===== src/rtl/present_pkg.sv =====
// Shared definitions for the PRESENT round engine: S-box, bit permutation and FSM encoding.
package present_pkg;

   localparam int BLOCK_WIDTH = 64;

   // Nibble n of this constant holds S(n), so S(0)=C sits in the least significant nibble.
   localparam logic [63:0] SBOX = 64'h2174_8FE3_DA09_B65C;

   typedef enum logic [1:0] {
      IDLE  = 2'd0,
      ROUND = 2'd1,
      FINAL = 2'd2
   } fsm_state_t;

   function automatic logic [3:0] sbox4(input logic [3:0] x);
      return SBOX[{x, 2'b00} +: 4];
   endfunction

   function automatic logic [63:0] sbox64(input logic [63:0] x);
      logic [63:0] y;
      y = '0;
      for (int n = 0; n < 16; n++) begin
         y[n*4 +: 4] = sbox4(x[n*4 +: 4]);
      end
      return y;
   endfunction

   // Bit i lands on (16*i) mod 63; the top bit is a fixed point.
   function automatic logic [63:0] player64(input logic [63:0] x);
      logic [63:0] y;
      y = '0;
      y[63] = x[63];
      for (int i = 0; i < 63; i++) begin
         y[(16*i) % 63] = x[i];
      end
      return y;
   endfunction

endpackage


===== src/rtl/present_key_schedule.sv =====
// Combinational PRESENT key-schedule step for 80- or 128-bit keys.
module present_key_schedule
   import present_pkg::*;
#(
   parameter int KEY_WIDTH = 80
) (
   input  logic [KEY_WIDTH-1:0] keyreg,
   input  logic [4:0]           rc,
   output logic [KEY_WIDTH-1:0] next_key,
   output logic [63:0]          round_key
);

   logic [KEY_WIDTH-1:0] rotated;

   assign rotated   = {keyreg[KEY_WIDTH-62:0], keyreg[KEY_WIDTH-1 -: 61]};
   assign round_key = keyreg[KEY_WIDTH-1 -: 64];

   // The wide key passes two nibbles through the S-box and mixes rc in lower down.
   if (KEY_WIDTH == 128) begin : g_k128
      assign next_key = {sbox4(rotated[127:124]), sbox4(rotated[123:120]),
                         rotated[119:67], rotated[66:62] ^ rc, rotated[61:0]};
   end else begin : g_k80
      assign next_key = {sbox4(rotated[79:76]), rotated[75:20],
                         rotated[19:15] ^ rc, rotated[14:0]};
   end

endmodule


===== src/rtl/present_round_engine.sv =====
// Iterative PRESENT encryption core: one full round per clock with a start/done handshake.
module present_round_engine
   import present_pkg::*;
#(
   parameter int KEY_WIDTH = 80,
   parameter int ROUNDS    = 31
) (
   input  logic                   clock,
   input  logic                   reset,
   input  logic                   start,
   input  logic [63:0]            plaintext,
   input  logic [KEY_WIDTH-1:0]   key,
   output logic                   busy,
   output logic                   done,
   output logic [63:0]            ciphertext
);

   if (KEY_WIDTH != 80 && KEY_WIDTH != 128) begin : g_bad_key
      $error("present_round_engine: KEY_WIDTH must be 80 or 128");
   end
   if (ROUNDS < 1 || ROUNDS > 31) begin : g_bad_rounds
      $error("present_round_engine: ROUNDS must be in 1..31");
   end

   localparam logic [4:0] LAST_RC = 5'(ROUNDS);

   fsm_state_t                 fsm;
   fsm_state_t                 fsm_next;
   logic [BLOCK_WIDTH-1:0]     data;
   logic [KEY_WIDTH-1:0]       keyreg;
   logic [KEY_WIDTH-1:0]       next_key;
   logic [63:0]                round_key;
   logic [4:0]                 rc;

   present_key_schedule #(
      .KEY_WIDTH (KEY_WIDTH)
   ) u_key_schedule (
      .keyreg    (keyreg),
      .rc        (rc),
      .next_key  (next_key),
      .round_key (round_key)
   );

   always_ff @(posedge clock or posedge reset) begin
      if (reset) begin
         fsm <= IDLE;
      end else begin
         fsm <= fsm_next;
      end
   end

   always_comb begin
      fsm_next = fsm;
      case (fsm)
         IDLE:    if (start) fsm_next = ROUND;
         ROUND:   if (rc == LAST_RC) fsm_next = FINAL;
         FINAL:   fsm_next = IDLE;
         default: fsm_next = IDLE;
      endcase
   end

   // busy is only re-evaluated in IDLE, so it stays high through the done cycle.
   always_ff @(posedge clock or posedge reset) begin
      if (reset) begin
         data       <= '0;
         keyreg     <= '0;
         rc         <= '0;
         busy       <= 1'b0;
         done       <= 1'b0;
         ciphertext <= '0;
      end else begin
         done <= 1'b0;
         case (fsm)
            IDLE: begin
               busy <= start;
               if (start) begin
                  data   <= plaintext;
                  keyreg <= key;
                  rc     <= 5'd1;
               end
            end
            ROUND: begin
               data   <= player64(sbox64(data ^ round_key));
               keyreg <= next_key;
               rc     <= rc + 5'd1;
            end
            FINAL: begin
               ciphertext <= data ^ round_key;
               done       <= 1'b1;
            end
            default: ;
         endcase
      end
   end

endmodule


===== config.mk =====
export PLATFORM = sky130hd
export DESIGN_NAME = present_round_engine
export DESIGN_NICKNAME = d
export VERILOG_FILES = /design/src/rtl/present_pkg.sv /design/src/rtl/present_key_schedule.sv /design/src/rtl/present_round_engine.sv
export SDC_FILE = /design/constraint.sdc
export NUM_CORES = 1
export LEC_CHECK = 0
export CORE_MARGIN = 4
export CORE_UTILIZATION = 55
export CTS_BUF_LIST = sky130_fd_sc_hd__clkbuf_2 sky130_fd_sc_hd__clkbuf_4 sky130_fd_sc_hd__clkbuf_8
export DETAILED_ROUTE_END_ITERATION = 10
export GPL_ROUTABILITY_DRIVEN = 0
export PLACE_DENSITY = 0.92
export SLEW_MARGIN = 20
export SYNTH_ARGS = -nofsm -noshare
export SYNTH_HDL_FRONTEND = slang
export SYNTH_SLANG_ARGS = --single-unit

===== constraint.sdc =====
create_clock -name clock -period 13.2 [get_ports clock]
set_clock_uncertainty 0.15 [all_clocks]
set_input_delay 2.64 -clock clock [delete_from_list [all_inputs] [get_ports clock]]
set_output_delay 2.64 -clock clock [all_outputs]
set_load 0.05 [all_outputs]

[Yosys cells after proc, flatten, opt, wreduce, memory -nomap -nowiden]
Cells that the tools add are included.
Storage, ports and cells
  input bits: 147
  output and inout bits: 66
  flip-flop bits (word level): 217
  word-level logic and storage cells: 46
Operators by class
  muxes and demuxes: 10
  shifts and indexed selects: 17
  bitwise gates (word level): 2
  equal/unequal tests: 5
  add/sub/neg operators: 1
  reductions and logical operators: 4
Operator list (count)
  $shiftx A64 B7 Y4 const A: 17
  $pmux W80 S2: 1
  $pmux W64 S2: 1
  $mux W80: 1
  $mux W64: 1
  $xor A64 B64 Y64: 1
  $pmux W5 S2: 1
  $add A5 B1 Y5 const B: 1
  $eq A5 B5 Y1 const B: 1
  $mux W5: 1
  $xor A5 B5 Y5: 1
  $mux W2: 2
  $ne A2 B2 Y1 const B: 2
  $pmux W2 S2: 1
  $reduce_and A2 Y1: 2
  $eq A2 B1 Y1 const B: 1
  $eq A2 B2 Y1 const B: 1
  $logic_not A2 Y1: 1
  $reduce_bool A2 Y1: 1
  $mux W1: 1

[Longest topological paths before layout]
Gate-level depths: netlist of run 1.
  word-level depth: 3
  gate-level depth with buffers: 7
  depth with buffers taken out: 7

[Modules after synthesis]
From an unflattened synthesis of run 1, not the netlist that was laid out.
Second synthesis, totals
  cell total of the unflattened synthesis: 1449
  area total of the unflattened synthesis: 13429.1 um^2
Modules (own cells, without submodules)
  present_round_engine: area an instance 12186.7 um^2, cells an instance 1291, instances 1
  present_key_schedule: area an instance 1242.4 um^2, cells an instance 158, instances 1

[Least setup slack after synthesis of run 1]
No wires, ideal clock.
  path type: input to register
  start point: input port start
  end point: register data[49]
  arrival time: 3445 ps
  buffers on the path: 2
  required time: 12924 ps
  stages on the path: 5
  setup time: 126 ps
  slack: 9479 ps
  cells stage by stage: nor2_1 > or2_1 > buf_2 > buf_2 > a221o_1
On the way
  word-level cells in the longest chain between the ends: 2
Ends and longest elaborated chain
  start: declaration: RTL line present_round_engine.sv:10  | input logic start,
  $ne A2 B2 Y1 (no line)
  $reduce_and A2 Y1 (no line)
  end signal: assignment: RTL line present_round_engine.sv:77  | data <= plaintext;
  end signal: assignment: RTL line present_round_engine.sv:83  | data <= player64(sbox64(data ^ round_key));
  end: declaration: RTL line present_round_engine.sv:29  | logic [BLOCK_WIDTH-1:0] data;
No other way between the ends.
A chain may end at the register's enable or synchronous reset.

[Worst setup path after layout of run 1]
  start point: register ciphertext[3]
  end point: output port ciphertext[3]
RTL lines
  start: declaration: RTL line present_round_engine.sv:15  | output logic [63:0] ciphertext
  start signal: assignment: RTL line present_round_engine.sv:88  | ciphertext <= data ^ round_key;
No word-level cell between the ends.

==> flow_metrics.py, run 1 <==
metrics = {
    "synth": {
        "yosys-top-cells-area": "dfrtp_1 (44%), nand2_1 (8.4%), ha_1 (5.5%), a31oi_1 (4.7%), o21ai_0 (4.6%)",
        "avgSynthCellArea_um2": 9.519,
        "ys_seq_elements": 217,
        "synth_seq_area_share_pct": 43.75,
        "synth_cells": 1304,
        "async_flop_share_pct": 100.0,
        "yosysMostFrequentCell": "nand2_1",
        "synth_edf_count": 0,
        "syn_nets": 1506,
        "netlist.area_leader.share_pct": 43.75,
        "synth_warnings": 0,
        "ys_types": 45,
        "synth_area_leader_cell": "dfrtp_1",
        "synth_ff_type": "dfrtp_1",
        "syn_area_um2": 12410,
        "synthTopCellsByCount": "nand2_1 (278), dfrtp_1 (217), o21ai_0 (114), nor2_1 (108), a31oi_1 (94)",
    },
    "critical_path": {
        "slowest_stage": "clkdlybuf4s50_1",
        "cpLargestDelayFamily": "buffers and inverters",
        "worstPathArrival_ps": 1750,
        "startpoint_type": "flip-flop",
        "max_stage_delay_ps": 820,
        "path_buf_inv": 1,
        "required_ps": 10410,
        "crit_path_cell_trace": "clkdlybuf4s50_1",
        "worstPathMaxFanout": 2,
        "critPathCaptureType": "primary output",
        "criticalPathCategory": "reg2out",
    },
    "clock_network": {
        "cts_inserted_buffers": 36,
        "cts.sinks": 217,
        "cts_root_buf": "clkbuf_8",
        "cts_tree": "yes",
        "postCtsSetupBuffers": 0,
        "clk_pin_slew_ps": 60,
        "insertion_delay_ps": 540,
        "htreeDepth": 2,
        "hold_buffers": 0,
        "cts_buffer_depth": 3,
        "postCtsResizedCells": 0,
    },
    "global_routing": {
        "grt_pass1_wl_um": 58430,
        "gr-total-overflow": 0,
        "antenna_found_initial": 1,
        "grt_max_degree": 133,
        "first_global_vias": 10786,
        "grt_util_all_layers_pct": 30.16,
    },
    "layout": {
        "fin_cells": 1791,
        "syn2layout_area_growth_pct": 24.21,
        "drive_above_1_share_pct": 9.398,
        "diodes": 0,
        "final_nets": 1690,
    },
    "route": {
        "drtIter0Drc": 1329,
        "num_vias": 10968,
        "post-route-drc-count": 0,
        "viasPerCell": 6.124,
        "drt-total-wl_um": 38020,
        "ant_nets": 0,
        "wl_per_cell_um": 21.23,
        "first_pass_iters": 6,
    },
    "timing": {
        "final-setup-viol-count": 0,
        "fin_crit_ps": 4544,
        "period_share_pct": 34.43,
        "rsz0062_at_grt": "false",
        "slew_violations": 0,
        "relSlewSlack_pct": 26.86,
        "tightestPinTransition_ps": 1097,
        "fmax_ghz": 0.2201,
        "hold_viol": 0,
        "tns_ps": 0,
    },
    "die": {
        "die_h_um": 158.2,
        "rows": 54,
        "core_area_um2": 22030,
        "die_area_um2": 25040,
        "ios": 213,
        "initial_core_util_pct": 56.36,
        "die_w_um": 158.2,
    },
    "power_and_ir_drop": {
        "peakVddDrop_uv": 152.7,
        "power_density_nw_per_um2": 321.7,
        "power_leakage_nw": 6.869,
    },
    "placement": {
        "place.port_buffers": 212,
        "hpwl_um": 27200,
        "dp_cells": 1730,
    },
    "min_path": {
        "min_path_type": "reg2reg",
    },
    "outcome": {
        "status": "finished, final reports clean",
    },
    "job": {
        "drv_cap": 0,
    },
}
[worst register-to-register path, delay by kind of cell (launching register included)]
family | cells | cell delay (ps)
simple gates | 3 | 590
flops | 1 | 750
buf+inv | 2 | 1480
[layer usage]
| metal | up-vias | track usage [%] | share of wire, % |
|---|---|---|---|
| met1 | 5229 | 40.64 | 38 |
| met2 | 715 | 45.61 | 45 |
| met5 | - | 0 | 0.018 |
| met3 | 125 | 6.998 | 12 |
| li1 | 4897 | - | - |
| met4 | 2 | 16.00 | 5.7 |
[sequential cells by signal, indices dropped and copies added (netlist names)]
signal / count
data: 64
rc: 5
ciphertext: 64
busy: 1
keyreg: 80
fsm: 2
done: 1
[cell families (layout without fill, tap and decap cells)]
kind of cell	Yosys count	count (layout)	synth area share, %
AO/OA/AOI/OAI	309	309	15.17
XOR/XNOR	70	70	7.358
adder cells (fa/ha/maj)	55	55	5.544
buffers and inverters	143	350	4.848
flip-flops	217	217	43.75
multiplexers	90	90	9.828
AND/OR/NAND/NOR	420	420	13.51
[worst paths after layout]
check | depth (start not counted) | end | from | slack (ps)
setup / recovery | 1 | ciphertext[3] | ciphertext[3]$_DFFE_PP0P_ | 8660
hold / removal | 2 | ciphertext[51]$_DFFE_PP0P_ | ciphertext[51]$_DFFE_PP0P_ | 330
setup reg to reg | 5 | ciphertext[18]$_DFFE_PP0P_ | fsm[0]$_DFFE_PP0P_ | 10110
hold reg to reg | 2 | ciphertext[51]$_DFFE_PP0P_ | ciphertext[51]$_DFFE_PP0P_ | 330
max in group asynchronous | 3 | keyreg[78]$_DFFE_PP0P_ | reset | 8940
min in group asynchronous | 2 | ciphertext[61]$_DFFE_PP0P_ | reset | 2470
[cells in the final DEF (no fill, tap or decap), drive strengths merged, types with 8 or more instances in the layout]
master         count
a211oi             9
a21oi             17
a221o             13
a22oi             25
a31oi             94
and3               8
buf                8
clkbuf            56
clkdlybuf4s50    212
dfrtp            217
ha                55
inv               68
mux2              15
mux2i             51
mux4              24
nand2            278
nor2             108
nor2b              9
o21ai            122
o22ai             12
xnor2             59
xor2              11
[metrics by stage]
stage	utilization [%]	hold WS (ps)	worst slack, ps	area (µm²)	power [W]
6_report	70.00	326.2	8656	15420	0.004960
5_1_grt	70.00	350.8	8618	15420	0.005295
4_1_cts	69.97	329.1	8603	15410	0.004895
3_5_place_dp	66.45	315.1	8031	14640	0.004206
3_3_place_gp	66.45	310.2	8074	14640	0.004005
2_1_floorplan	-	334.5	4474	12410	0.003416
[area by class of cell]
cell class	instances	area (µm²)
Multi-Input combinational cell	944	6406
Fill cell	1540	6608
Inverter	69	266.5
Tap cell	280	350.3
Timing Repair Buffer	220	2190
Clock inverter	5	55.05
Sequential cell	217	5430
Clock buffer	56	720.7
[power by group]
| group | internal (W) | switching (W) | total, W |
|---|---|---|---|
| logic | 0.00132 | 0.00170 | 0.00303 |
| registers | 0.000954 | 0.000335 | 0.00129 |
| clock network | 0.000366 | 0.000278 | 0.000644 |
| total | 0.00264 | 0.00232 | 0.00496 |
No activity file was read; power rests on OpenSTA's default activity.
==> run 2, diff against run 1 <==
==> constraint.sdc (replaced) <==
create_clock -name clock -period 4.4 [get_ports clock]
set_clock_uncertainty 0.15 [all_clocks]
set_input_delay 0.88 -clock clock [delete_from_list [all_inputs] [get_ports clock]]
set_output_delay 0.88 -clock clock [all_outputs]
set_load 0.05 [all_outputs]
==> run 2 against run 1 <==
  * Register-to-register slack got worse by 8400 ps
  * Sequential cell count did not move
  * Total power rose to 3.0 times the previous value
  * Setup slack got worse by 7000 ps
  * Via count rose by 2.3%
  * Sequential share of layout area fell by 0.12 points
  * Clock power rose to 2.9 times the previous value
  * Combinational power rose to 3.1 times the previous value
  * Cell area rose by 0.34%
  * Largest cell class unchanged
  * Largest power group unchanged
==> flow_metrics.py, run 2 (same netlist as run 1, synthesis figures left out) <==
metrics = {
    "placement": {
        "place.port_buffers": 212,
        "hpwl_um": 28320,
        "dp_cells": 1736,
        "placed_area_um2": 14740,
    },
    "route": {
        "wl_per_cell_um": 21.78,
        "post-route-drc-count": 0,
        "ant_nets": 0,
        "drtIter0Drc": 1314,
        "viasPerCell": 6.245,
        "num_vias": 11222,
        "first_pass_iters": 6,
        "drt-total-wl_um": 39140,
    },
    "clock_network": {
        "cts_buffer_depth": 3,
        "insertion_delay_ps": 540,
        "cts_tree": "yes",
        "hold_buffers": 0,
        "postCtsResizedCells": 0,
        "postCtsSetupBuffers": 0,
        "cts_root_buf": "clkbuf_8",
        "cts.sinks": 217,
        "cts_inserted_buffers": 36,
        "clk_pin_slew_ps": 60,
        "htreeDepth": 2,
    },
    "power_and_ir_drop": {
        "power_leakage_nw": 6.898,
        "finalPower_w": 0.01500,
        "peakVddDrop_uv": 424.3,
        "power_density_nw_per_um2": 969.4,
    },
    "critical_path": {
        "path_depth": 1,
        "worstPathMaxFanout": 2,
        "r2r_setup_slack_ps": 1740,
        "reg2reg_from": "fsm[1]$_DFFE_PP0P_",
        "critical_path.startpoint": "ciphertext[33]$_DFFE_PP0P_",
        "required_ps": 3370,
        "critPathCaptureType": "primary output",
        "cpLargestDelayFamily": "buffers and inverters",
        "crit_end": "ciphertext[33]",
        "rr_worst_depth": 4,
        "path_buf_inv": 1,
        "crit_path_cell_trace": "clkdlybuf4s50_1",
        "max_stage_delay_ps": 820,
        "worstPathArrival_ps": 1720,
        "startpoint_type": "flip-flop",
        "r2r-end": "keyreg[24]$_DFFE_PP0P_",
        "criticalPathCategory": "reg2out",
        "slowest_stage": "clkdlybuf4s50_1",
    },
    "timing": {
        "relSlewSlack_pct": 32.60,
        "tns_ps": 0,
        "fmax_ghz": 0.3642,
        "rsz0062_at_grt": "false",
        "slew_violations": 0,
        "tightestPinTransition_ps": 1011,
        "hold_viol": 0,
        "period_share_pct": 62.40,
        "fin_crit_ps": 2745,
        "hold_ws_ps": 330.1,
        "final-setup-viol-count": 0,
    },
    "layout": {
        "final_cell_mix": "nand2_1 (277), dfrtp_1 (217), clkdlybuf4s50_1 (212)",
        "largest_reg_flops": 80,
        "fillerInstances": 1510,
        "final_common_cell": "nand2_1",
        "regMostFlops": "keyreg",
        "stdcell_area_um2": 15470,
        "final_nets": 1696,
        "top_regs": "keyreg x80, ciphertext x64, data x64",
        "syn2layout_area_growth_pct": 24.63,
        "fin_cells": 1797,
        "drive_above_1_share_pct": 9.631,
    },
    "global_routing": {
        "grt_max_degree": 118,
        "grt_pass1_wl_um": 60610,
        "antenna_found_initial": 2,
        "gr-total-overflow": 0,
        "grt_util_all_layers_pct": 31.29,
        "first_global_vias": 11089,
    },
    "die": {
        "die_w_um": 158.2,
        "die_h_um": 158.2,
        "initial_core_util_pct": 56.36,
        "ios": 213,
        "die_area_um2": 25040,
        "core_area_um2": 22030,
        "rows": 54,
    },
    "job": {
        "drv_cap": 0,
    },
    "min_path": {
        "min_path_type": "reg2reg",
    },
    "outcome": {
        "status": "finished, final reports clean",
    },
}
-- run 2: area by class of cell --
class,instances,area [µm²],share of cell area [%]
Multi-Input combinational cell,944,6405,41.40
Timing Repair Buffer,226,2290,14.80
Inverter,69,262.8,1.698
Sequential cell,217,5430,35.10
Clock buffer,52,665.6,4.302
Clock inverter,8,65.06,0.4205
Antenna cell,1,2.502,0.01617
Tap cell,280,350.3,2.264
-- run 2: worst min path at each step --
| stage | startpoint | to | slack, ps | cells past startpoint |
|---|---|---|---|---|
| 2_1_floorplan | rc[3]$_DFFE_PP0P_ | rc[3]$_DFFE_PP0P_ | 330 | 1 |
| 3_3_place_gp | ciphertext[47]$_DFFE_PP0P_ | ciphertext[47]$_DFFE_PP0P_ | 310 | 2 |
| 3_5_place_dp | ciphertext[48]$_DFFE_PP0P_ | ciphertext[48]$_DFFE_PP0P_ | 320 | 2 |
| 4_1_cts | ciphertext[41]$_DFFE_PP0P_ | ciphertext[41]$_DFFE_PP0P_ | 330 | 2 |
| 5_1_grt | ciphertext[41]$_DFFE_PP0P_ | ciphertext[41]$_DFFE_PP0P_ | 350 | 2 |
| 6_report | ciphertext[41]$_DFFE_PP0P_ | ciphertext[41]$_DFFE_PP0P_ | 330 | 2 |
-- run 2: metrics by stage --
stage	utilization, %	setup slack, ps
2_1_floorplan	-	543.9
3_3_place_gp	66.91	1400
3_5_place_dp	66.91	1241
4_1_cts	70.23	1627
5_1_grt	70.24	1602
6_report	70.24	1655
-- run 2: power breakdown --
| part | total, W | internal, W | switching, W |
|---|---|---|---|
| Sequential | 0.00387 | 0.00286 | 0.00101 |
| Combinational | 0.00925 | 0.00401 | 0.00524 |
| Clock | 0.00187 | 0.00103 | 0.000843 |
-- run 2: per-layer routing --
| layer | wire length (µm) | vias to the layer above | global-route usage (%) |
|---|---|---|---|
| met3 | 4491 | 142 | 7.983 |
| li1 | - | 4894 | - |
| met1 | 14320 | 5437 | 41.01 |
| met5 | 13 | - | 0 |
| met2 | 18250 | 747 | 49.22 |
| met4 | 2059 | 2 | 14.34 |
-- run 2: worst register-to-register path: stages (launching register included) --
cell and delay [ps]:
dfrtp_1 670, nand2b_4 910, buf_12 480, nor2_1 190, a31oi_1 190
